$ cat config.mk
export PLATFORM = sky130hd
export DESIGN_NAME = muldiv_unit_flat
export DESIGN_NICKNAME = d
export VERILOG_FILES = /design/src/rtl/muldiv_unit_if.sv /design/src/rtl/muldiv_unit.sv /design/src/flat_wrapper.sv
export SDC_FILE = /design/constraint.sdc
export NUM_CORES = 1
export LEC_CHECK = 0
export CAP_MARGIN = 10
export CORE_MARGIN = 8
export CORE_UTILIZATION = 60
export DETAILED_ROUTE_END_ITERATION = 10
export GPL_TIMING_DRIVEN = 1
export PLACE_DENSITY_LB_ADDON = 0.25
export SYNTH_ARGS = -nofsm -noshare
export SYNTH_HDL_FRONTEND = slang
export SYNTH_SLANG_ARGS = --single-unit
$ cat constraint.sdc
create_clock -name clk -period 6.5 [get_ports clk]
set_clock_uncertainty 0.2 [all_clocks]
set_input_delay 0.65 -clock clk [delete_from_list [all_inputs] [get_ports clk]]
set_output_delay 0.65 -clock clk [all_outputs]
set_load 0.02 [all_outputs]
$ cat src/rtl/muldiv_unit_if.sv
// muldiv_unit_if: decode-side request bus and result/stall return for muldiv_unit.
interface muldiv_unit_if #(
  parameter int WIDTH = 32
);
  logic             mul_en;
  logic             div_en;
  logic [2:0]       funct3;
  logic [WIDTH-1:0] src_a;
  logic [WIDTH-1:0] src_b;
  logic             flush;
  logic             stall;
  logic             valid;
  logic [WIDTH-1:0] result;

  // Pipeline side: issues requests, observes stall and result.
  modport master (
    output mul_en, div_en, funct3, src_a, src_b, flush,
    input  stall, valid, result
  );

  // Unit side: consumes requests, produces stall and result.
  modport slave (
    input  mul_en, div_en, funct3, src_a, src_b, flush,
    output stall, valid, result
  );
endinterface

$ cat src/rtl/muldiv_unit.sv
// muldiv_unit: iterative RV32M multiply/divide for the execute stage.
// One multiplier/quotient bit per cycle on magnitudes; signs are fixed up
// on the final cycle. Divide-by-zero and signed overflow skip the iterations.
module muldiv_unit #(
  parameter int WIDTH = 32
) (
  input  logic         clk,
  input  logic         rst_n,
  muldiv_unit_if.slave bus
);
  localparam int CW = $clog2(WIDTH);
  localparam logic [CW-1:0]    CNT_LAST = CW'(WIDTH - 1);
  localparam logic [CW-1:0]    CNT_ZERO = {CW{1'b0}};
  localparam logic [CW-1:0]    CNT_ONE  = {{(CW-1){1'b0}}, 1'b1};
  localparam logic [WIDTH-1:0] ZERO     = {WIDTH{1'b0}};
  localparam logic [WIDTH-1:0] ALL_ONES = {WIDTH{1'b1}};
  localparam logic [WIDTH-1:0] MIN_NEG  = {1'b1, {(WIDTH-1){1'b0}}};

  typedef enum logic [1:0] {
    ST_IDLE = 2'd0,
    ST_BUSY = 2'd1,
    ST_DONE = 2'd2
  } state_e;

  state_e             state_q, state_d;
  logic [CW-1:0]      cnt_q, cnt_d;
  logic [2*WIDTH-1:0] acc_q, acc_d;
  logic [WIDTH-1:0]   opa_q, opa_d;
  logic [WIDTH-1:0]   opb_q, opb_d;
  logic               op_div_q, op_div_d;
  logic [1:0]         op_sel_q, op_sel_d;
  logic               neg_quo_q, neg_quo_d;
  logic               neg_rem_q, neg_rem_d;
  logic               valid_q, valid_d;
  logic [WIDTH-1:0]   result_q, result_d;

  logic               req_s, accept_s;
  logic               a_signed_s, b_signed_s, sign_a_s, sign_b_s;
  logic [WIDTH-1:0]   abs_a_s, abs_b_s;
  logic               div_zero_s, div_ovf_s;
  logic [WIDTH-1:0]   special_res_s;
  logic [WIDTH:0]     mul_sum_s, rem_ext_s, div_sub_s;
  logic               div_ge_s;
  logic [WIDTH-1:0]   div_rem_s;
  logic [2*WIDTH-1:0] step_acc_s, prod_s;
  logic [WIDTH-1:0]   quo_s, rem_s, final_res_s;
  logic               unused_s;

  // funct3[2] only distinguishes mul/div, which mul_en/div_en already carry.
  assign unused_s = ^{bus.funct3[2], div_sub_s[WIDTH]};

  // Request decode, operand signedness/magnitude and special-case results.
  always_comb begin
    req_s      = bus.mul_en | bus.div_en;
    accept_s   = (state_q == ST_IDLE) & req_s & ~bus.flush;
    a_signed_s = 1'b0;
    b_signed_s = 1'b0;
    if (bus.div_en) begin
      a_signed_s = ~bus.funct3[0];
      b_signed_s = ~bus.funct3[0];
    end else begin
      case (bus.funct3[1:0])
        2'b01:   begin a_signed_s = 1'b1; b_signed_s = 1'b1; end
        2'b10:   begin a_signed_s = 1'b1; b_signed_s = 1'b0; end
        default: begin a_signed_s = 1'b0; b_signed_s = 1'b0; end
      endcase
    end
    sign_a_s   = a_signed_s & bus.src_a[WIDTH-1];
    sign_b_s   = b_signed_s & bus.src_b[WIDTH-1];
    abs_a_s    = sign_a_s ? -bus.src_a : bus.src_a;
    abs_b_s    = sign_b_s ? -bus.src_b : bus.src_b;
    div_zero_s = bus.div_en & (bus.src_b == ZERO);
    div_ovf_s  = bus.div_en & ~bus.funct3[0] & (bus.src_a == MIN_NEG) & (bus.src_b == ALL_ONES);
    if (div_zero_s) begin
      special_res_s = bus.funct3[1] ? bus.src_a : ALL_ONES;
    end else begin
      special_res_s = bus.funct3[1] ? ZERO : MIN_NEG;
    end
  end

  // One shift-add or restoring-subtract step, plus sign fix-up of the result.
  always_comb begin
    mul_sum_s = {1'b0, acc_q[2*WIDTH-1:WIDTH]} + (opb_q[0] ? {1'b0, opa_q} : {(WIDTH+1){1'b0}});
    rem_ext_s = {acc_q[2*WIDTH-1:WIDTH], opa_q[WIDTH-1]};
    div_ge_s  = (rem_ext_s >= {1'b0, opb_q});
    div_sub_s = rem_ext_s - {1'b0, opb_q};
    div_rem_s = div_ge_s ? div_sub_s[WIDTH-1:0] : rem_ext_s[WIDTH-1:0];
    if (op_div_q) begin
      step_acc_s = {div_rem_s, acc_q[WIDTH-2:0], div_ge_s};
    end else begin
      step_acc_s = {mul_sum_s, acc_q[WIDTH-1:1]};
    end
    prod_s = neg_quo_q ? -step_acc_s : step_acc_s;
    quo_s  = neg_quo_q ? -step_acc_s[WIDTH-1:0] : step_acc_s[WIDTH-1:0];
    rem_s  = neg_rem_q ? -step_acc_s[2*WIDTH-1:WIDTH] : step_acc_s[2*WIDTH-1:WIDTH];
    if (op_div_q) begin
      final_res_s = op_sel_q[1] ? rem_s : quo_s;
    end else if (op_sel_q == 2'b00) begin
      final_res_s = prod_s[WIDTH-1:0];
    end else begin
      final_res_s = prod_s[2*WIDTH-1:WIDTH];
    end
  end

  // Next-state logic: accept, iterate, present result, flush.
  always_comb begin
    state_d   = state_q;
    cnt_d     = cnt_q;
    acc_d     = acc_q;
    opa_d     = opa_q;
    opb_d     = opb_q;
    op_div_d  = op_div_q;
    op_sel_d  = op_sel_q;
    neg_quo_d = neg_quo_q;
    neg_rem_d = neg_rem_q;
    valid_d   = 1'b0;
    result_d  = result_q;
    case (state_q)
      ST_IDLE: begin
        if (accept_s) begin
          op_div_d  = bus.div_en;
          op_sel_d  = bus.funct3[1:0];
          opa_d     = abs_a_s;
          opb_d     = abs_b_s;
          neg_quo_d = sign_a_s ^ sign_b_s;
          neg_rem_d = sign_a_s;
          acc_d     = {(2*WIDTH){1'b0}};
          if (div_zero_s || div_ovf_s) begin
            result_d = special_res_s;
            valid_d  = 1'b1;
            state_d  = ST_DONE;
          end else begin
            cnt_d   = CNT_LAST;
            state_d = ST_BUSY;
          end
        end else begin
          state_d = ST_IDLE;
        end
      end
      ST_BUSY: begin
        if (bus.flush) begin
          state_d = ST_IDLE;
        end else begin
          acc_d = step_acc_s;
          if (op_div_q) begin
            opa_d = {opa_q[WIDTH-2:0], 1'b0};
          end else begin
            opb_d = {1'b0, opb_q[WIDTH-1:1]};
          end
          if (cnt_q == CNT_ZERO) begin
            result_d = final_res_s;
            valid_d  = 1'b1;
            state_d  = ST_DONE;
          end else begin
            cnt_d = cnt_q - CNT_ONE;
          end
        end
      end
      ST_DONE: begin
        state_d = ST_IDLE;
      end
      default: begin
        state_d = ST_IDLE;
      end
    endcase
  end

  // State, datapath and registered outputs.
  always_ff @(posedge clk or negedge rst_n) begin
    if (!rst_n) begin
      state_q   <= ST_IDLE;
      cnt_q     <= CNT_ZERO;
      acc_q     <= {(2*WIDTH){1'b0}};
      opa_q     <= ZERO;
      opb_q     <= ZERO;
      op_div_q  <= 1'b0;
      op_sel_q  <= 2'b00;
      neg_quo_q <= 1'b0;
      neg_rem_q <= 1'b0;
      valid_q   <= 1'b0;
      result_q  <= ZERO;
    end else begin
      state_q   <= state_d;
      cnt_q     <= cnt_d;
      acc_q     <= acc_d;
      opa_q     <= opa_d;
      opb_q     <= opb_d;
      op_div_q  <= op_div_d;
      op_sel_q  <= op_sel_d;
      neg_quo_q <= neg_quo_d;
      neg_rem_q <= neg_rem_d;
      valid_q   <= valid_d;
      result_q  <= result_d;
    end
  end

  // Stall drops immediately on flush; valid is killed by a flush in DONE.
  assign bus.stall  = rst_n & (accept_s | ((state_q == ST_BUSY) & ~bus.flush));
  assign bus.valid  = valid_q & ~bus.flush;
  assign bus.result = result_q;
endmodule

$ cat src/flat_wrapper.sv
// flat-port wrapper written by rule: the top's interface ports become plain ports
module muldiv_unit_flat 
#(
  parameter int WIDTH = 32
)
  (clk, rst_n, bus_mul_en, bus_div_en, bus_funct3, bus_src_a, bus_src_b, bus_flush, bus_stall, bus_valid, bus_result);
  muldiv_unit_if #(.WIDTH(WIDTH)) bus_i ();
  input  logic clk;
  input  logic rst_n;
  input wire logic [$bits(bus_i.mul_en)-1:0] bus_mul_en;
  input wire logic [$bits(bus_i.div_en)-1:0] bus_div_en;
  input wire logic [$bits(bus_i.funct3)-1:0] bus_funct3;
  input wire logic [$bits(bus_i.src_a)-1:0] bus_src_a;
  input wire logic [$bits(bus_i.src_b)-1:0] bus_src_b;
  input wire logic [$bits(bus_i.flush)-1:0] bus_flush;
  output wire logic [$bits(bus_i.stall)-1:0] bus_stall;
  output wire logic [$bits(bus_i.valid)-1:0] bus_valid;
  output wire logic [$bits(bus_i.result)-1:0] bus_result;
  assign bus_i.mul_en = bus_mul_en;
  assign bus_i.div_en = bus_div_en;
  assign bus_i.funct3 = bus_funct3;
  assign bus_i.src_a = bus_src_a;
  assign bus_i.src_b = bus_src_b;
  assign bus_i.flush = bus_flush;
  assign bus_stall = bus_i.stall;
  assign bus_valid = bus_i.valid;
  assign bus_result = bus_i.result;
  muldiv_unit #(.WIDTH(WIDTH)) u_core (.clk(clk), .rst_n(rst_n), .bus(bus_i));
endmodule
---- Word-level counts from Yosys, hierarchy flattened ----
Cells that the tools add are included.
storage, ports and cells
  flip-flop bits (word level) ............. 173
cells by class
  add/sub/neg operators ................... 8
  order comparisons ....................... 1
  equal/unequal tests ..................... 14
  mux-type cells .......................... 49
  bitwise logic cells ..................... 16
  reductions and logical operators ........ 13
operators by type and width
  kind                                                   number
  two-way mux 32 bit                                     22
  two-way mux 64 bit                                     4
  one-hot mux 32 bit (2 select lines)                    3
  negator 32 bit                                         4
  one-hot mux 64 bit (2 select lines)                    1
  == test 32 bit, second input constant                  2
  negator 64 bit                                         1
  adder 32 x 32 -> 33 bit                                1
  >= comparator 33 x 32 -> 1 bit                         1
  logical NOT 32 bit                                     1
  subtractor 32 bit                                      1
  two-way mux 5 bit                                      4
  bitwise AND 1 bit                                      11
  inequality test 2 bit, second input constant           5
  one-hot mux 5 bit (2 select lines)                     1
  AND reduction 5 bit                                    2
  two-way mux 1 bit                                      8
  two-way mux 2 bit                                      4
  AND reduction 4 bit                                    2
  inequality test 2 x 1 -> 1 bit, second input constant  3
  logical NOT 5 bit                                      1
  subtractor 5 x 1 -> 5 bit, second input constant       1
  == test 2 x 1 -> 1 bit, second input constant          2
  logical NOT 2 bit                                      2
  other kinds (12)                                       14

---- Depth between registers and ports, before layout ----
  depth in word-level cells ............... 10
  mapped depth ............................ 24

---- Worst setup path after synthesis ----
No wires, ideal clock.
  path type ............................... reg-to-reg
  from .................................... register u_core.acc_q[37]
  to ...................................... register u_core.result_q[4], in the netlist u_core.bus.result[4]
  arrival time ............................ 4.470 ns
  data required time ...................... 6.175 ns
  path slack .............................. 1.705 ns
  cell stages (with the launch flop) ...... 20
  period minus slack after synthesis ...... 4.795 ns
  cell sequence ........................... dfrtp_1 -> ha_1 -> a21oi_2 -> o21a_2 -> o221ai_2 -> o311a_1 -> buf_6 -> o31ai_4 -> ha_1 -> o21ai_0 -> nor2_1 -> nor4bb_1 -> o21ai_0 -> or4_1 -> or2_2 -> o21ai_0 -> xor2_1 -> o211ai_1 -> o211ai_1 -> mux2_2
on the way
  word-level cells in the longest chain between the ends .. 10
  elaborated cells on any way between the ends .. 16
  those cells by class .................... 4 x add/sub; 1 x order compare; 11 x mux
RTL lines
  element                                                          RTL line                              source
  start: declaration                                               muldiv_unit.sv:27                     logic [2*WIDTH-1:0] acc_q, acc_d;
  start signal: assignment                                         muldiv_unit.sv:173                    acc_q <= {(2*WIDTH){1'b0}};
  >= comparator 33 x 32 -> 1 bit                                   muldiv_unit.sv:85                     div_ge_s = (rem_ext_s >= {1'b0, opb_q});
  two-way mux 32 bit                                               muldiv_unit.sv:87                     div_rem_s = div_ge_s ? div_sub_s[WIDTH-1:0] : rem_ext_s[WIDTH-1:0];
  two-way mux 64 bit (*)                                           muldiv_unit.sv:88                     if (op_div_q) begin
  negator 64 bit / negator 32 bit (equally long branches)          muldiv_unit.sv:93, muldiv_unit.sv:95
  two-way mux 64 bit / two-way mux 32 bit (equally long branches)  muldiv_unit.sv:93, muldiv_unit.sv:95
  two-way mux 32 bit (on tied branches)                            muldiv_unit.sv:98, muldiv_unit.sv:97
  two-way mux 32 bit (*)                                           muldiv_unit.sv:96                     if (op_div_q) begin
  two-way mux 32 bit (*)                                           muldiv_unit.sv:150                    if (cnt_q == CNT_ZERO) begin
  two-way mux 32 bit (*)                                           muldiv_unit.sv:141                    if (bus.flush) begin
  one-hot mux 32 bit (2 select lines) (*)                          muldiv_unit.sv:118                    case (state_q)
  end signal: assignment                                           muldiv_unit.sv:193                    result_q <= result_d;
  end: declaration                                                 muldiv_unit.sv:35                     logic [WIDTH-1:0] result_q, result_d;
Mark *: on every way between the ends. The rest lies on a longest branch, timed or not. The select of a mux whose other input is x is not followed.
A chain may end at the register's enable or synchronous reset.

---- Worst setup path in the final report ----
  from .................................... register u_core.acc_q[51]
  to ...................................... register u_core.result_q[16], in the netlist u_core.bus.result[16]
on the way
  word-level cells in the longest chain between the ends .. 10
  elaborated cells on any way between the ends .. 15
  those cells by class .................... 3 x add/sub; 1 x order compare; 11 x mux
RTL lines
  element                                                          RTL line
  >= comparator 33 x 32 -> 1 bit (*)                               muldiv_unit.sv:85
  two-way mux 32 bit                                               muldiv_unit.sv:87
  two-way mux 64 bit (*)                                           muldiv_unit.sv:88
  negator 64 bit / negator 32 bit (equally long branches)          muldiv_unit.sv:93, muldiv_unit.sv:95
  two-way mux 64 bit / two-way mux 32 bit (equally long branches)  muldiv_unit.sv:93, muldiv_unit.sv:95
  two-way mux 32 bit (on tied branches)                            muldiv_unit.sv:98, muldiv_unit.sv:97
  two-way mux 32 bit (*)                                           muldiv_unit.sv:96
  two-way mux 32 bit (*)                                           muldiv_unit.sv:150
  two-way mux 32 bit (*)                                           muldiv_unit.sv:141
  one-hot mux 32 bit (2 select lines) (*)                          muldiv_unit.sv:118
Marks and branches as above.

==> run metrics <==
largest net degree at the start of global routing between 100 and 150; Die H 186.8 microns; routed vias between 15000 and 20000; clock share of power 11.9%; CP max FO 6; Slowest-stage cell, CP or4_1; sequential fraction of the synthesis area between 20% and 30%; Initial Util just over 60%; Num CTS Buffers 17; maxcap violations 0; diode count 0; CP bufs+invs 0; drt wl/cell between 20 and 25 microns; Tightest Hold Check Type register to register; num rows slightly above 60; Yosys top cell area share between 20% and 30%; number of distinct library cells after synthesis roughly 130; Routed WL about 64000 microns; fin nets 2484; post-layout min period about 6 ns; Ys Warns 0; CTS tree done; VDD IR max 0.0002623 V; launch point of the worst path u_core.acc_q[51]; Pint 4.191 mW; fmax roughly 170 MHz; CP Capture Type register; die area around 0.035 sq mm; Post-Syn Area per Cell 7.554 sq um; run status complete, no violations; fill count 2465; Worst slew margin around 22%; Hold Crit Endpoint u_core.bus.result[22]; crit share post-route roughly 93%; Final Hold Fails 0; ANT nets after route 0; # setup viols final 0; CP peak stage delay between 0.5 and 0.6 ns; Hold Path Origin u_core.bus.result[22]; Crit path top cell by count o21ai_0; Top Ports between 100 and 150; fraction of layout instances using a drive strength above 1 approximately 7.6%; WP data required 6.64 ns; most common cell in the netlist nand2_1; GP Congestion between 1 and 1.5; share of power burned in registers a little under a fifth; Synth Cell Area roughly 0.018 sq mm; initial antenna violation count 0; Primary FF master, synth dfrtp_1; first-pass GRT wire length slightly below 100000 microns; Area Growth Syn to Fin 9.523%; RSZ-0062 raised after global routing no; critical path type register to register; Hold Crit Depth 2; Post-CTS Setup Bufs 0; initial DRC count between 2000 and 3000; vias in the first global route between 15000 and 20000; setup_tns 0 ns; Synth area leaders dfrtp_1, o21ai_0, nand2_1; largest buffer count on any clock path 2; Cells after Synth around 2300; Worst-path clk slew ~0.08 ns; number of synthesized flops with an enable pin 0; Core Area 0.02870 sq mm; Crit path max-delay family compound AO/OA/AOI/OAI gates; H-tree lvl count 4; R2R setup slack around 0.47 ns; DRC 0; R2R cell count 18; Cell Chain, Critical Path ha_1 > a21oi_1 > o21ai_1 > a22oi_1 > nand3_2 > o31ai_4 > ha_1 > o21ai_0 > nor2_1 > nor4bb_1 > o21ai_0 > or4_1 > nor2_1 > nand3b_1 > o21ai_0 > xor2_1 > a221oi_1 > a21oi_1; Comb pwr share a little over two thirds; launch point of the worst reg-to-reg path u_core.acc_q[51]; crit start category register; worst skew pair latency 0.47 ns; #FFs+latches synth between 150 and 200; Final Slew Violations 0; IO buf count roughly 100; Sw Share 56.27%; Place WS 0.7791 ns; Worst Max-Slew Pin Slew 1.163 ns; cell taking the most area after synthesis dfrtp_1; Vias per Instance about 6.8; FF-to-FF End u_core.bus.result[16]; clock root buffer clkbuf_16; clock sinks 173; top cells by count, synth nand2_1, o21ai_0, a21oi_1, nor2_1, dfrtp_1; Pleak a little under 8 nW; Arrival @ worst endpoint between 6 and 7 ns; post-DP HPWL 48720 microns; Power Density 499.9 mW/mm^2; drt pass-1 iters 6; PnR worst setup slack ~0.47 ns; Net Sw Power 5.392 mW; All-Layer GR Usage between 30% and 40%; die width between 150 and 200 microns; syn_nets between 2000 and 2500; ys async rst share between 90% and 100%; grt total ovfl 0
## through the flow
| step | util [%] | hold slack [ns] | instance area [sq um] | instances | power, mW |
|---|---|---|---|---|---|
| 4_1_cts | 66.78 | 0.3068 | 19170 | 2735 | 9.329 |
| 5_1_grt | 66.78 | 0.3337 | 19170 | 2735 | 10.12 |
| 3_3_place_gp | 64.52 | 0.2829 | 18520 | 2702 | 8.049 |
| 3_5_place_dp | 64.52 | 0.2891 | 18520 | 2702 | 8.166 |
| 6_report | 66.78 | 0.3032 | 19170 | 2735 | 9.583 |
| 2_1_floorplan | - | 0.1544 | 17500 | 2317 | 6.512 |
## final cells by class
type                            count  area [sq um]  share of cell area [%]
Clock inverter                     15         214.0                   1.116
Clock buffer                       17         425.4                   2.219
Inverter                           72         270.3                   1.410
Multi-Input combinational cell   1935         12120                   63.25
Tap cell                          384         480.5                   2.507
Sequential cell                   173          4334                   22.61
Timing Repair Buffer              139          1320                   6.886
## power groups by stage
stage	Sequential [mW]	Combinational (mW)	Clock [mW]
6_report	1.74	6.71	1.14
5_1_grt	1.76	7.18	1.18
4_1_cts	1.71	6.48	1.13
3_5_place_dp	1.73	6.43	0
3_3_place_gp	1.71	6.34	0
2_1_floorplan	1.58	4.93	0
## tightest hold or removal path, stage by stage (launching register included)
cell and delay, ns:
dfrtp_1 0.35, nor2_1 0.05, nor2_1 0.07
## flip-flops by register name (all words and copies together) (netlist names)
signal / count
u_core.op_sel_q: 2
u_core.op_div_q: 1
u_core.neg_rem_q: 1
u_core.valid_q: 1
u_core.cnt_q: 5
u_core.bus.result: 32
u_core.acc_q: 64
u_core.opb_q: 32
u_core.neg_quo_q: 1
u_core.opa_q: 32
u_core.state_q: 2
## cell usage in the layout, fill, tap and decap left out, types with 19 or more instances in the layout
| cell type | instances |
|---|---|
| nand2_1 | 291 |
| o21ai_0 | 256 |
| a21oi_1 | 214 |
| nor2_1 | 183 |
| dfrtp_1 | 171 |
| clkdlybuf4s50_1 | 103 |
| nand3_1 | 98 |
| xor2_1 | 86 |
| inv_1 | 72 |
| ha_1 | 72 |
| nor3_1 | 69 |
| xnor2_1 | 69 |
| mux2i_1 | 44 |
| and2_1 | 39 |
| o211ai_1 | 37 |
| buf_4 | 33 |
| a31oi_1 | 27 |
| nand4_1 | 26 |
| nand2b_1 | 25 |
| o31ai_1 | 25 |
| or3_1 | 24 |
| nor4_1 | 19 |
## metal layers
layer	part of all wire, %	GRT usage, %	routed length, microns
met1	43	50.23	27450
met2	43	52.64	27800
met3	10	7.942	6739
met4	3.6	12.55	2290
met5	0	0	0
## cell families after synthesis
group	Yosys count	synth area share [%]
AND/OR/NAND/NOR	894	25.55
AO/OA/AOI/OAI	759	27.36
buffers and inverters	209	6.112
flip-flops	173	24.74
XOR/XNOR	155	7.757
adder cells (fa/ha/maj)	74	5.376
multiplexers	53	3.110
## worst max-delay path by stage
stage                     slack [ns]  cells after the start                     to
after floorplan                 1.70                     19   u_core.bus.result[4]
after global placement          0.87                     19  u_core.bus.result[12]
after detailed placement        0.78                     18  u_core.bus.result[16]
after CTS                       0.75                     18  u_core.bus.result[16]
after global routing            0.29                     19  u_core.bus.result[16]
final                           0.47                     18  u_core.bus.result[16]
## what timing repair did
action | 4_1_cts | 5_1_grt
hold buffers | 1 | 0
resized for setup | 0 | 0
endpoints found under the setup margin | 0 | 0
hold endpoints to repair | 33 | 0
Note: power is estimated with default switching activity, not from simulation.
==> edit (same flow settings) <==
Reset style: synchronous (`rst_n`), changed in one clocked block.
--- a/src/rtl/muldiv_unit.sv
+++ b/src/rtl/muldiv_unit.sv
@@ -166,7 +166,7 @@
   end
 
   // State, datapath and registered outputs.
-  always_ff @(posedge clk or negedge rst_n) begin
+  always_ff @(posedge clk) begin
     if (!rst_n) begin
       state_q   <= ST_IDLE;
       cnt_q     <= CNT_ZERO;
Formal check against the unedited RTL: differs if rst_n is asserted again (counterexample within 4 cycles, from zero or initial values and one cycle with rst_n low); with rst_n held inactive, the same outputs for 4 cycles.
==> edit against the original RTL <==
Maximum frequency fell by 1.2%. Design area is 1.4% lower. Sequential cell count did not move. Sequential share of layout area fell by 4.3 points. Wire length decreased by 0.77%. Setup slack got worse by 0.071 ns. Synthesized area down 2.6%. Global-route usage up 1.1 points. Critical path type unchanged. Critical endpoint is now u_core.bus.result[28]. Largest cell class unchanged. Highest routed layer unchanged.
Power is not compared: it rests on default switching activity, and its combinational part moved more than twofold at a synthesized area within 25%.
==> edit: results (changes against the original RTL) <==
metric;value;unit;change
synth.top_cells.by_area;dfxtp_1 20%, a21oi_1 6.3%, xnor2_1 5.7%;;
ys.flop_type;dfxtp_1;;
max_stage_delay;0.48;ns;-0.08 ns
pre_cts_ws;0.6105;ns;-0.1686 ns
firstDrtPassIters;8;;+2
synth_cell_types;99;;-21%
async_reset_ff_share;0;%;-100 points
post_cts_resized;0;;unchanged
post_drt_wl_per_cell;23.07;um;-1.9%
post-cts-setup-buffer-count;0;;unchanged
placed_cells;2733;;+1.1%
drive_gt1_share;6.200;%;-1.4 points
grt_max_degree;104;;-10%
top_register;u_core.acc_q;;
worst_slew_pin_slew;1.213;ns;+0.04973 ns
critPathMaxFanout;10;;+4
crit_slowest_cell;dfxtp_1;;
grt_pass1_wl;97610;um;-1.4%
ir_drop;0.0001739;V;
fin_cells;2765;;+1.1%
antenna_found_initial;0;;unchanged
largest_register_ffs;64;;unchanged
hp-start;u_core.cnt_q[4];;
synth_common_cells;215 x a21oi_1, 194 x nand2_1, 184 x o21ai_0;;
final_nets;2520;;+1.4%
routed_via_density;6.754;;-0.90%
outcome;finished, final reports clean;;
gp_congestion;1.013;;-1.5%
grt.total_usage;36.67;%;+1.1 points
drt_iter0_markers;2348;;-13%
cp.arrival;6.24;ns;+0.07 ns
grt_pass1_vias;17252;;+1.5%
r2r-start;u_core.acc_q[57];;
synth-seq-area-share;20.32;%;-4.4 points
cts-root-buf;clkbuf_16;;
dpl.hpwl;48940;um;+0.45%
placed_cell_area;18270;sq um;-1.4%
avgSynthCellArea;7.185;sq um;-4.9%
diodes;0;;unchanged
## edit: power breakdown
| group | switching (W) | internal, W |
|---|---|---|
| Sequential | 0.0000548 | 0.00112 |
| Clock | 0.000551 | 0.000558 |
| Combinational | 0.000870 | 0.000466 |
| Total | 0.00148 | 0.00214 |
## edit: worst reg2reg max path, delay by kind of cell (launching register included)
| family | cells | cell delay (ns) |
|---|---|---|
| buffers and inverters | 1 | 0.31 |
| flip-flops | 1 | 0.48 |
| AND/OR/NAND/NOR | 8 | 1.93 |
| AO/OA/AOI/OAI | 9 | 2.34 |
| adder cells (fa/ha/maj) | 2 | 0.73 |
## edit: layer usage
metal,vias up,part of all wire [%],GRT usage (%)
li1,8682,-,-
met1,8741,38,44.23
met2,999,46,60.12
met3,253,9.1,7.068
met4,0,6.8,21.46
met5,-,0,0
## edit: worst paths after layout
| check | slack (ns) | cells after the start | endpoint |
|---|---|---|---|
| min | 0.29 | 2 | u_core.cnt_q[4] |
| max | 0.40 | 20 | u_core.bus.result[28] |
| min reg2reg | 0.29 | 2 | u_core.cnt_q[4] |
| max reg2reg | 0.40 | 20 | u_core.bus.result[28] |
## edit: area by class of cell
| cell class | instances | area, sq um |
|---|---|---|
| clock buffer | 17 | 425.4 |
| clock inverter | 15 | 197.7 |
| tap | 378 | 473.0 |
| inverter | 79 | 296.5 |
| multi-input combinational | 1952 | 12630 |
| sequential | 173 | 3467 |
| fill | 2474 | 8967 |
| timing repair buffer | 151 | 1404 |
## edit: logic make-up after synthesis
logic type                 Yosys count  synth area share (%)
xor gates and xnor gates           168                 8.634
DFF                                173                 20.32
and+or+nand+nor                    855                 25.88
buffers and inverters              247                 5.851
muxes                               47                 2.834
adders and majority gates           74                 5.521
AOI/OAI and AO/OA                  808                 30.96
